<file path="src/rtl/ni_inject.sv">
// Network-interface injection unit: queues whole messages from a core and serialises them
// into credit-gated flits for the attached router's local input port.
`ifndef FLIT_DATA_WIDTH
`define FLIT_DATA_WIDTH 32
`endif

module ni_inject #(
    parameter int FLIT_W      = `FLIT_DATA_WIDTH,
    parameter int NUM_ROUTERS = 16,
    parameter int ROUTER_ID   = 0,
    parameter int NUM_VC      = 4,
    parameter int NUM_FLITS   = 4,
    parameter int FIFO_DEPTH  = 4,
    parameter int RID_W       = $clog2(NUM_ROUTERS),
    parameter int SEQ_W       = $clog2(NUM_FLITS),
    parameter int CHUNK_W     = FLIT_W - 2*RID_W - SEQ_W,
    parameter int MSG_W       = NUM_FLITS*CHUNK_W
) (
    input  logic                           clk,
    input  logic                           reset,
    input  logic                           msg_valid,
    output logic                           msg_ready,
    input  logic [RID_W-1:0]               msg_dest,
    input  logic [MSG_W-1:0]               msg_data,
    input  logic                           credit_in,
    output logic [FLIT_W-1:0]              flit_data,
    output logic                           flit_valid,
    output logic [$clog2(NUM_VC+1)-1:0]    credits_avail,
    output logic                           busy,
    output logic                           credit_err
);

    localparam int PTR_W   = $clog2(FIFO_DEPTH);
    localparam int CRED_W  = $clog2(NUM_VC+1);
    localparam int ENTRY_W = RID_W + MSG_W;

    typedef enum logic {IDLE, SEND} state_t;

    state_t               state, state_n;
    logic [SEQ_W-1:0]     seq, seq_n;
    logic                 load, pop, issue, push, full, empty;

    logic [ENTRY_W-1:0]   fifo_mem [FIFO_DEPTH];
    logic [PTR_W-1:0]     wr_ptr, rd_ptr;
    logic [PTR_W:0]       count;
    logic [RID_W-1:0]     head_dest;
    logic [MSG_W-1:0]     head_data;

    logic [RID_W-1:0]     msg_dest_r;
    logic [MSG_W-1:0]     msg_data_r;
    logic [CHUNK_W-1:0]   chunk;
    logic [FLIT_W-1:0]    flit_next;
    logic [CRED_W-1:0]    credits;

    assign full      = (count == (PTR_W+1)'(FIFO_DEPTH));
    assign empty     = (count == '0);
    assign msg_ready = !full;
    assign push      = msg_valid && !full;
    assign busy      = !empty || (state == SEND);
    assign credits_avail = credits;
    assign {head_dest, head_data} = fifo_mem[rd_ptr];

    // Message queue: pointers wrap naturally since FIFO_DEPTH is a power of two
    always_ff @(posedge clk) begin
        if (reset) begin
            wr_ptr <= '0;
            rd_ptr <= '0;
            count  <= '0;
        end else begin
            if (push) wr_ptr <= wr_ptr + PTR_W'(1);
            if (pop)  rd_ptr <= rd_ptr + PTR_W'(1);
            case ({push, pop})
                2'b10:   count <= count + (PTR_W+1)'(1);
                2'b01:   count <= count - (PTR_W+1)'(1);
                default: count <= count;
            endcase
        end
    end

    always_ff @(posedge clk) begin
        if (push) fifo_mem[wr_ptr] <= {msg_dest, msg_data};
    end

    always_ff @(posedge clk) begin
        if (reset) begin
            state <= IDLE;
            seq   <= '0;
        end else begin
            state <= state_n;
            seq   <= seq_n;
        end
    end

    // Last flit with a queued message reloads in the same edge so back-to-back messages have no bubble
    always_comb begin
        state_n = state;
        seq_n   = seq;
        load    = 1'b0;
        pop     = 1'b0;
        issue   = 1'b0;
        case (state)
            IDLE: begin
                if (!empty) begin
                    load    = 1'b1;
                    pop     = 1'b1;
                    seq_n   = '0;
                    state_n = SEND;
                end
            end
            SEND: begin
                if (credits != '0) begin
                    issue = 1'b1;
                    seq_n = seq + SEQ_W'(1);
                    if (seq == SEQ_W'(NUM_FLITS-1)) begin
                        seq_n = '0;
                        if (!empty) begin
                            load = 1'b1;
                            pop  = 1'b1;
                        end else begin
                            state_n = IDLE;
                        end
                    end
                end
            end
            default: state_n = IDLE;
        endcase
    end

    always_ff @(posedge clk) begin
        if (load) begin
            msg_dest_r <= head_dest;
            msg_data_r <= head_data;
        end
    end

    assign chunk     = msg_data_r[seq*CHUNK_W +: CHUNK_W];
    assign flit_next = {msg_dest_r, RID_W'(ROUTER_ID), seq, chunk};

    always_ff @(posedge clk) begin
        if (reset) begin
            flit_valid <= 1'b0;
            flit_data  <= '0;
        end else begin
            flit_valid <= issue;
            if (issue) flit_data <= flit_next;
        end
    end

    // A returned credit and an issued flit in the same cycle cancel out
    always_ff @(posedge clk) begin
        if (reset) begin
            credits    <= CRED_W'(NUM_VC);
            credit_err <= 1'b0;
        end else begin
            if (credit_in && !issue) begin
                if (credits == CRED_W'(NUM_VC)) credit_err <= 1'b1;
                else                             credits    <= credits + CRED_W'(1);
            end else if (!credit_in && issue) begin
                credits <= credits - CRED_W'(1);
            end
        end
    end

endmodule

</file>
<file path="config.mk">
export PLATFORM = sky130hd
export DESIGN_NAME = ni_inject
export DESIGN_NICKNAME = d
export VERILOG_FILES = /design/src/rtl/ni_inject.sv
export SDC_FILE = /design/constraint.sdc
export NUM_CORES = 1
export LEC_CHECK = 0
export ABC_AREA = 0
export CAP_MARGIN = 30
export CORE_MARGIN = 8
export CORE_UTILIZATION = 50
export DETAILED_ROUTE_END_ITERATION = 8
export PLACE_DENSITY = 0.72
export SYNTH_ARGS = -nofsm -noshare
export SYNTH_HDL_FRONTEND = slang
export SYNTH_SLANG_ARGS = --single-unit
</file>
<file path="constraint.sdc">
create_clock -name clk -period 7.18 [get_ports clk]
set_input_delay 1.077 -clock clk [delete_from_list [all_inputs] [get_ports clk]]
set_output_delay 1.077 -clock clk [all_outputs]
set_load 0.01 [all_outputs]
</file>
==> results.yml, run 1 <==
outcome:
  outcome: "finished, final reports clean"
detailed_routing:
  num_vias: 8133
  vias_per_cell: 5.624
  drtIter0Drc: 647
  wirelength_mm: 34.96
  first_pass_iters: 5
  post_drt_wl_per_cell_um: 24.18
  final_antenna_net_count: 0
  drcViolationCount: 0
critical_path:
  critPathLaunchType: "flop"
  r2r_slack_ns: 4.07
  critPathKind: "reg2out"
  reg2reg_to: "count[2]"
  cp_max_fo: 15
  crit_required_ns: 6.10
  endpoint_kind: "output pin"
  rr_worst_depth: 9
  reg2reg_from: "seq[1]"
  cp.arrival_ns: 2.04
power_and_ir_drop:
  switching_share_pct: 25.46
  p_per_area_nw_per_um2: 380.4
  netSwitchingPower_uw: 2112
  pwr-share-clk_pct: 30.1
  p_int_uw: 6183
  leakage_uw: 0.006901
  vdd_drop_max_mv: 0.1941
  seqPwrFrac_pct: 51.0
  power_frac_comb_pct: 19.0
synthesis:
  synth_fa_ha_area_share_pct: 0.6244
  synth_seq_cells: 503
  ys_types: 44
  synth_xor_area_share_pct: 0.1900
  synth-edff-count: 460
  synth_area_leaders: "edfxtp_1, mux4_2, dfxtp_1"
  synth-simple-area-share_pct: 1.229
  synth_top_family_by_area: "multiplexers"
  synth.mux.area_fraction_pct: 14.15
  avgSynthCellArea_um2: 23.51
  ys_warn_count: 0
  synth-main-ff-cell: "edfxtp_1"
  yosysSeqAreaShare_pct: 79.60
  synth_area_um2: 18430
  synth_top_area_share_pct: 74.93
  synth_top_area_cell: "edfxtp_1"
  synth_compound_area_share_pct: 2.321
  synthArstFlopShare_pct: 0
  synthCells: 784
clock_network:
  hold_buffers: 0
  clock-sinks: 503
  post_cts_buffers: 0
  cts-htree-levels: 2
  cts_root_buffer: "clkbuf_16"
  numCtsBuffers: 49
  clkTransAtPathRegs_ns: 0.07
  worstSkewPairLatency_ns: 0.55
  cts_tree: "built"
  cts.repair.resized: 0
  cts_max_path_buffers: 3
global_routing:
  grt_usage_pct: 16.03
  grt_pass1_vias: 8673
  grt_overflow: 0
  grt_max_degree: 61
  antenna_found_initial: 2
  grt_pass1_wl_mm: 53.14
sta:
  finalCritPeriodShare_pct: 43.44
  rsz0062_at_grt: "false"
  tns_ns: 0
  fin_crit_ns: 3.119
  max_slew_margin_pct: 36.19
  worst_pin_slew_ns: 0.9572
  slew_viol_final: 0
  setup_viol: 0
  skew_ns: 0.01636
  hold_viol: 0
  max_freq_mhz: 320.6
  hold_slack_ns: 0.4531
die:
  die_width_um: 208.0
  rows: 70
  die_area_um2: 43270
  core_area_um2: 36430
  die_h_um: 208.0
  io_pins: 135
  start_util_pct: 50.59
min_path:
  hold_path_end: "flit_data[28]"
  worstHoldStart: "flit_data[28]"
  hold_depth: 2
  min_path_type: "reg2reg"
flow_run:
  max-cap-violations: 0
finish:
  final_cell_mix: "edfxtp_1, clkdlybuf4s50_1, mux4_2, clkbuf_16, dfxtp_1"
  final_layout_size_suffix_gt1_share_pct: 21.37
  synthToLayoutAreaGrowth_pct: 18.29
  utilization_pct: 59.85
  nets: 1041
  num_antenna_cells: 0
  nFillCells: 2531
  layout_commonest_cell: "edfxtp_1"
  seqCellArea_um2: 14680
  multi_input_area_um2: 3465
placed_design:
  hpwl_mm: 20.04
  routabilityCongestion: 0.7177
  portBuffers: 130
[synth_stat cells (all sizes together) (2+ instances only)]
master   count
a211oi       2
xor2         3
clkbuf       5
ha           6
nand2       19
a22o        22
mux2         2
o2111ai      2
nand3        4
o211ai       3
or3          2
fa           2
mux4       114
and3         4
dfxtp       43
nor2        11
inv          9
buf         39
a21o         2
a21oi       15
o31ai        2
edfxtp     460
[cell type report]
| cell class | instances | area share [%] |
|---|---|---|
| Inverter | 9 | 0.1549 |
| Multi-Input combinational cell | 231 | 15.89 |
| Clock inverter | 25 | 1.044 |
| Clock buffer | 67 | 6.174 |
| Timing Repair Buffer | 143 | 6.713 |
| Tap cell | 468 | 2.685 |
| Sequential cell | 503 | 67.34 |
[how the worst max path moves through the flow]
stage	start	end	slack, ns
global placement	msg_valid	fifo_mem[1][18]	3.53
CTS	state	busy	4.03
floorplan	credits_avail[0]	count[2]	0.07
detailed placement	msg_valid	fifo_mem[3][72]	3.49
global route	seq[1]	count[2]	3.92
finish	state	busy	4.06
[stage by stage]
step | setup slack (ns) | cells | total power, uW | area (um^2)
floorplan | 0.07349 | 787 | 5335 | 18450
global placement | 3.531 | 1350 | 5797 | 20140
detailed placement | 3.491 | 1352 | 5871 | 20180
CTS | 4.033 | 1444 | 8375 | 21750
global route | 3.923 | 1446 | 8633 | 21810
finish | 4.061 | 1446 | 8295 | 21810
[registers in the layout, indices dropped and copies added (netlist names), 3 cells and up]
name / cells
fifo_mem: 368
msg_data_r: 88
flit_data: 28
msg_dest_r: 4
count: 3
credits_avail: 3
[worst max-delay path, stage by stage, from the launching register on]
cell,delay [ns]
dfxtp_1,0.73
inv_1,0.13
nand2_1,0.09
clkdlybuf4s50_1,0.53
[power groups by stage]
stage / clock network (uW) / registers [uW] / logic (uW)
2_1_floorplan: 0 / 4200 / 1130
3_3_place_gp: 0 / 4300 / 1500
3_5_place_dp: 0 / 4290 / 1580
4_1_cts: 2540 / 4240 / 1590
5_1_grt: 2650 / 4290 / 1690
6_report: 2490 / 4230 / 1570
[routing by layer]
metal  vias to the layer above  wire [um]  GRT usage (%)
met5                         -         26              0
met2                       194      17620          27.03
met3                        50       1719          3.427
met4                         4        533          3.965
li1                       3583          -              -
met1                      4302      15060          21.19
[cell families after synthesis]
family | Yosys count
adder cells (fa/ha/maj) | 8
multiplexers | 116
buffers and inverters | 53
AO/OA/AOI/OAI | 54
XOR/XNOR | 4
flip-flops | 503
other | 1
AND/OR/NAND/NOR | 45
No activity file was read; power rests on OpenSTA's default activity.
==> run 2: changes to the inputs <==
--- a/config.mk
+++ b/config.mk
@@ -10,7 +10,7 @@
 export CORE_MARGIN = 8
 export CORE_UTILIZATION = 50
 export DETAILED_ROUTE_END_ITERATION = 8
-export PLACE_DENSITY = 0.72
+export PLACE_DENSITY = 0.7
 export SYNTH_ARGS = -nofsm -noshare
 export SYNTH_HDL_FRONTEND = slang
 export SYNTH_SLANG_ARGS = --single-unit
==> constraint.sdc (replaced) <==
create_clock -name clk -period 2.9 [get_ports clk]
set_input_delay 0.435 -clock clk [delete_from_list [all_inputs] [get_ports clk]]
set_output_delay 0.435 -clock clk [all_outputs]
set_load 0.01 [all_outputs]
==> run 2 against run 1 <==
Net effect: worst setup slack worse by 3.6 ns; highest routed layer unchanged; cell area up 0.74%; largest cell class unchanged; critical path type unchanged; clock skew up 0.011 ns; utilization up 0.44 points.
==> results.yml, run 2 (synthesized netlist as in run 1, its figures left out) <==
finish:
  layout_commonest_cell: "edfxtp_1"
  largestRegisters: "fifo_mem x368, msg_data_r x88, flit_data x28"
  multi_input_area_um2: 3488
  largest-register: "fifo_mem"
  nets: 1056
  synthToLayoutAreaGrowth_pct: 19.17
  utilization_pct: 60.29
  stdcell_area_um2: 21970
  final_layout_size_suffix_gt1_share_pct: 22.83
  largest_register_ffs: 368
  num_antenna_cells: 0
  final_cell_mix: "edfxtp_1, clkdlybuf4s50_1, mux4_2, clkbuf_16, dfxtp_1"
  stdcell_count: 1458
  seqCellArea_um2: 14690
  nFillCells: 2515
global_routing:
  grt_overflow: 0
  grt_usage_pct: 16.01
  grt_pass1_vias: 8872
  grt_max_degree: 94
  grt_pass1_wl_mm: 53.41
  antenna_found_initial: 3
sta:
  skew_ns: 0.02705
  setup_viol: 0
  max_freq_mhz: 407.6
  slew_viol_final: 0
  hold_slack_ns: 0.4531
  max_slew_margin_pct: 58.53
  worst_pin_slew_ns: 0.6213
  fin_crit_ns: 2.453
  rsz0062_at_grt: "false"
  hold_viol: 0
  finalCritPeriodShare_pct: 84.60
die:
  io_pins: 135
  die_width_um: 208.0
  start_util_pct: 50.59
  core_area_um2: 36430
  die_area_um2: 43270
  die_h_um: 208.0
  rows: 70
critical_path:
  cp_max_fo: 15
  crit_buf_inv: 2
  path_delay_family: "flip-flops"
  slowest_delay_ns: 0.72
  rr_worst_depth: 8
  cp.arrival_ns: 2.02
  slowest_stage: "dfxtp_1"
  crit_required_ns: 2.47
  reg2reg_from: "count[0]"
  r2r_slack_ns: 0.61
  reg2reg_to: "count[2]"
  critPathKind: "reg2out"
  endpoint_kind: "output pin"
  path_cells: "inv_1 -> nand2_1 -> clkdlybuf4s50_1"
  critPathLaunchType: "flop"
power_and_ir_drop:
  vdd_drop_max_mv: 0.4448
  p_per_area_nw_per_um2: 923.3
  p_total_uw: 20280
  leakage_uw: 0.006963
clock_network:
  post_cts_buffers: 0
  cts.repair.resized: 0
  cts_tree: "built"
  hold_buffers: 0
  clkTransAtPathRegs_ns: 0.06
  cts_max_path_buffers: 3
  worstSkewPairLatency_ns: 0.55
  cts-htree-levels: 2
  clock-sinks: 503
  numCtsBuffers: 49
  cts_root_buffer: "clkbuf_16"
detailed_routing:
  vias_per_cell: 5.589
  post_drt_wl_per_cell_um: 23.54
  first_pass_iters: 6
  drcViolationCount: 0
  num_vias: 8149
  drtIter0Drc: 732
  final_antenna_net_count: 0
  wirelength_mm: 34.33
flow_run:
  max-cap-violations: 0
placed_design:
  portBuffers: 130
  routabilityCongestion: 0.7111
  hpwl_mm: 20.58
  placed_area_um2: 20470
  dp.cells: 1369
min_path:
  hold_path_end: "flit_data[31]"
  min_path_type: "reg2reg"
  hold_depth: 2
  worstHoldStart: "flit_data[31]"
outcome:
  outcome: "finished, final reports clean"
-- run 2: metal layers --
| metal | global-route usage (%) | vias up | routed length (um) |
|---|---|---|---|
| met2 | 26.29 | 219 | 16790 |
| met4 | 4.136 | 6 | 617 |
| li1 | - | 3620 | - |
| met3 | 3.652 | 48 | 1995 |
| met1 | 21.58 | 4256 | 14890 |
| met5 | 0 | - | 35 |
-- run 2: worst max-delay path by stage --
stage	from	endpoint	slack, ns	depth (start not counted)
after floorplan	credits_avail[0]	count[2]	-0.72	9
after global placement	credit_in	credits_avail[2]	0.57	6
after detailed placement	credit_in	credits_avail[2]	0.49	6
after CTS	state	busy	0.43	3
after global routing	state	busy	0.28	3
final	state	busy	0.45	3
-- run 2: where the power goes --
group          switching, uW  internal, uW  leakage (uW)
clock                   2470          3400      0.000727
sequential               619          9740       0.00460
combinational           2020          2040       0.00164
-- run 2: cell type report --
type / instances / share of cell area (%)
tap: 468 / 2.666
multi-input combinational: 231 / 15.88
sequential: 503 / 66.87
clock buffer: 69 / 6.106
inverter: 9 / 0.1538
clock inverter: 20 / 0.7006
timing repair buffer: 158 / 7.621
-- run 2: worst reg2reg max path: stages (launching register included) --
cell	delay [ns]
dfxtp_1	0.35
or3b_1	0.54
nand2_1	0.13
ha_1	0.19
inv_1	0.07
fa_2	0.33
xor2_1	0.17
or3_1	0.31
a21oi_1	0.13
-- run 2: stage by stage --
stage / setup slack [ns] / setup TNS [ns]
after floorplan: -0.7200 / -1.383
after global placement: 0.5740 / 0
after detailed placement: 0.4860 / 0
after CTS: 0.4304 / 0
after global routing: 0.2850 / 0
final: 0.4467 / 0
==> run 3: changes to the inputs <==
==> constraint.sdc (replaced) <==
create_clock -name clk -period 2.49 [get_ports clk]
set_input_delay 0.3735 -clock clk [delete_from_list [all_inputs] [get_ports clk]]
set_output_delay 0.3735 -clock clk [all_outputs]
set_load 0.01 [all_outputs]
==> run 3 against run 2 <==
Net effect: clock power increased by 27%; combinational power increased by 20%; global-route usage decreased by 0.097 points; non-clock buffer count increased by 7; routed wire length increased by 0.46%; sequential cell count unchanged; die area unchanged; sequential share of layout area decreased by 1.0 points; critical path depth unchanged; utilization increased by 0.95 points; cell area increased by 1.6%; register-to-register slack got worse by 0.22 ns; critical endpoint is now msg_ready.
==> results.yml, run 3 (synthesized netlist as in run 1, its figures left out) <==
outcome:
  outcome: "finished, final reports clean"
finish:
  nets: 1063
  largestRegisters: "fifo_mem x368, msg_data_r x88, flit_data x28"
  stdcell_count: 1466
  layout_commonest_cell: "edfxtp_1"
  largest-register: "fifo_mem"
  final_cell_mix: "edfxtp_1, clkdlybuf4s50_1, mux4_2, clkbuf_16, dfxtp_1"
  final_layout_size_suffix_gt1_share_pct: 24.37
  synthToLayoutAreaGrowth_pct: 21.05
  utilization_pct: 61.24
  largest_register_ffs: 368
critical_path:
  crit_required_ns: 2.12
  path_delay_family: "buffers and inverters"
  slowest_stage: "clkdlybuf4s50_1"
  endpoint_kind: "output pin"
  crit_buf_inv: 2
  path_cells: "or3b_1 -> buf_4 -> clkdlybuf4s50_1"
  critPathLaunchType: "flop"
  critPathKind: "reg2out"
  slowest_delay_ns: 0.49
  cp_max_fo: 9
  cp.arrival_ns: 1.97
power_and_ir_drop:
  vdd_drop_max_mv: 0.5827
  pwr-share-clk_pct: 30.5
  seqPwrFrac_pct: 49.4
  power_frac_comb_pct: 20.0
  p_int_uw: 18320
  netSwitchingPower_uw: 6057
  leakage_uw: 0.007114
  switching_share_pct: 24.85
  p_per_area_nw_per_um2: 1093
die:
  core_area_um2: 36430
  die_area_um2: 43270
  start_util_pct: 50.59
  io_pins: 135
  die_h_um: 208.0
  die_width_um: 208.0
  rows: 70
global_routing:
  antenna_found_initial: 4
  grt_use_met2_pct: 25.96
  met3_usage_pct: 4.299
  grt_overflow: 0
  grt_pass1_wl_mm: 53.15
  grt_usage_pct: 15.91
  grt_max_degree: 94
  gr-usage-met1_pct: 21.25
  grt_pass1_vias: 8889
  busiest_layer: "met2"
placed_design:
  portBuffers: 130
  routabilityCongestion: 0.7387
  dp.cells: 1376
  hpwl_mm: 20.63
  pre_cts_ws_ns: 0.2897
clock_network:
  cts-htree-levels: 2
  cts.repair.resized: 0
  cts_tree: "built"
  cts_root_buffer: "clkbuf_16"
  hold_buffers: 0
  numCtsBuffers: 49
  clock-sinks: 503
  cts_max_path_buffers: 3
  clkTransAtPathRegs_ns: 0.06
  worstSkewPairLatency_ns: 0.56
  post_cts_buffers: 0
sta:
  finalCritPeriodShare_pct: 93.99
  hold_viol: 0
  worst_pin_slew_ns: 0.6990
  skew_ns: 0.01676
  rsz0062_at_grt: "false"
  setup_viol: 0
  slew_viol_final: 0
  fin_crit_ns: 2.340
  setup_slack_ns: 0.1497
  max_slew_margin_pct: 53.40
  max_freq_mhz: 427.3
flow_run:
  max-cap-violations: 0
min_path:
  min_path_type: "in2reg"
detailed_routing:
  wirelength_mm: 34.48
  first_pass_iters: 4
  final_antenna_net_count: 0
  drcViolationCount: 0
  drtIter0Drc: 548
  post_drt_wl_per_cell_um: 23.52
  num_vias: 8190
  vias_per_cell: 5.587
## run 3: changes by cell type in the layout (fill, tap and decap cells not counted), sizes merged
| cell | before | now |
|---|---|---|
| buf | 28 | 35 |
| bufinv | 2 | 5 |
| clkinv | 14 | 12 |
| diode | 0 | 1 |
| inv | 11 | 10 |
## run 3: layer usage
metal / share of wire, % / vias to the layer above
met5: 0.099 / -
met4: 1.4 / 6
met3: 6.4 / 46
met2: 49 / 212
met1: 43 / 4291
li1: - / 3635
## run 3: final timing paths
check	slack (ns)	depth (start not counted)	to	from
setup reg to reg	0.39	8	count[2]	count[2]
hold reg to reg	0.46	2	flit_data[23]	flit_data[23]
setup / recovery	0.15	3	msg_ready	count[2]
hold / removal	0.45	1	fifo_mem[0][73]	msg_data[73]
## run 3: power by group through the flow
stage / sequential, uW / clock, uW / combinational, uW
floorplan: 12000 / 0 / 3300
global placement: 12200 / 0 / 4900
detailed placement: 12200 / 0 / 4990
CTS: 12100 / 7590 / 5000
global route: 12200 / 7930 / 5240
finish: 12100 / 7440 / 4880
## run 3: layout make-up
| type | instances | area (um^2) |
|---|---|---|
| sequential | 503 | 14690 |
| fill | 2504 | 14120 |
| multi-input combinational | 231 | 3488 |
| timing repair buffer | 165 | 1852 |
| clock buffer | 69 | 1424 |
| tap | 468 | 585.6 |
| clock inverter | 20 | 237.7 |
| inverter | 9 | 33.78 |
| antenna | 1 | 2.502 |
## run 3: through the flow
stage / setup TNS [ns] / area (um^2) / power [uW] / hold WS (ns)
final: 0 / 22310 / 24380 / 0.4516
after global routing: 0 / 22310 / 25400 / 0.4395
after CTS: 0 / 22310 / 24690 / 0.4317
after detailed placement: 0 / 20650 / 17230 / 0.4511
after global placement: 0 / 20650 / 17080 / 0.4446
after floorplan: -14.27 / 18500 / 15280 / 0.4713
## run 3: worst register-to-register path, cell delays in order, from the launching register on
cell     delay [ns]
dfxtp_1        0.37
or3b_1         0.38
nand2_1        0.09
ha_1           0.17
inv_1          0.06
fa_2           0.33
xor2_1         0.17
or3_1          0.30
a21oi_1        0.15
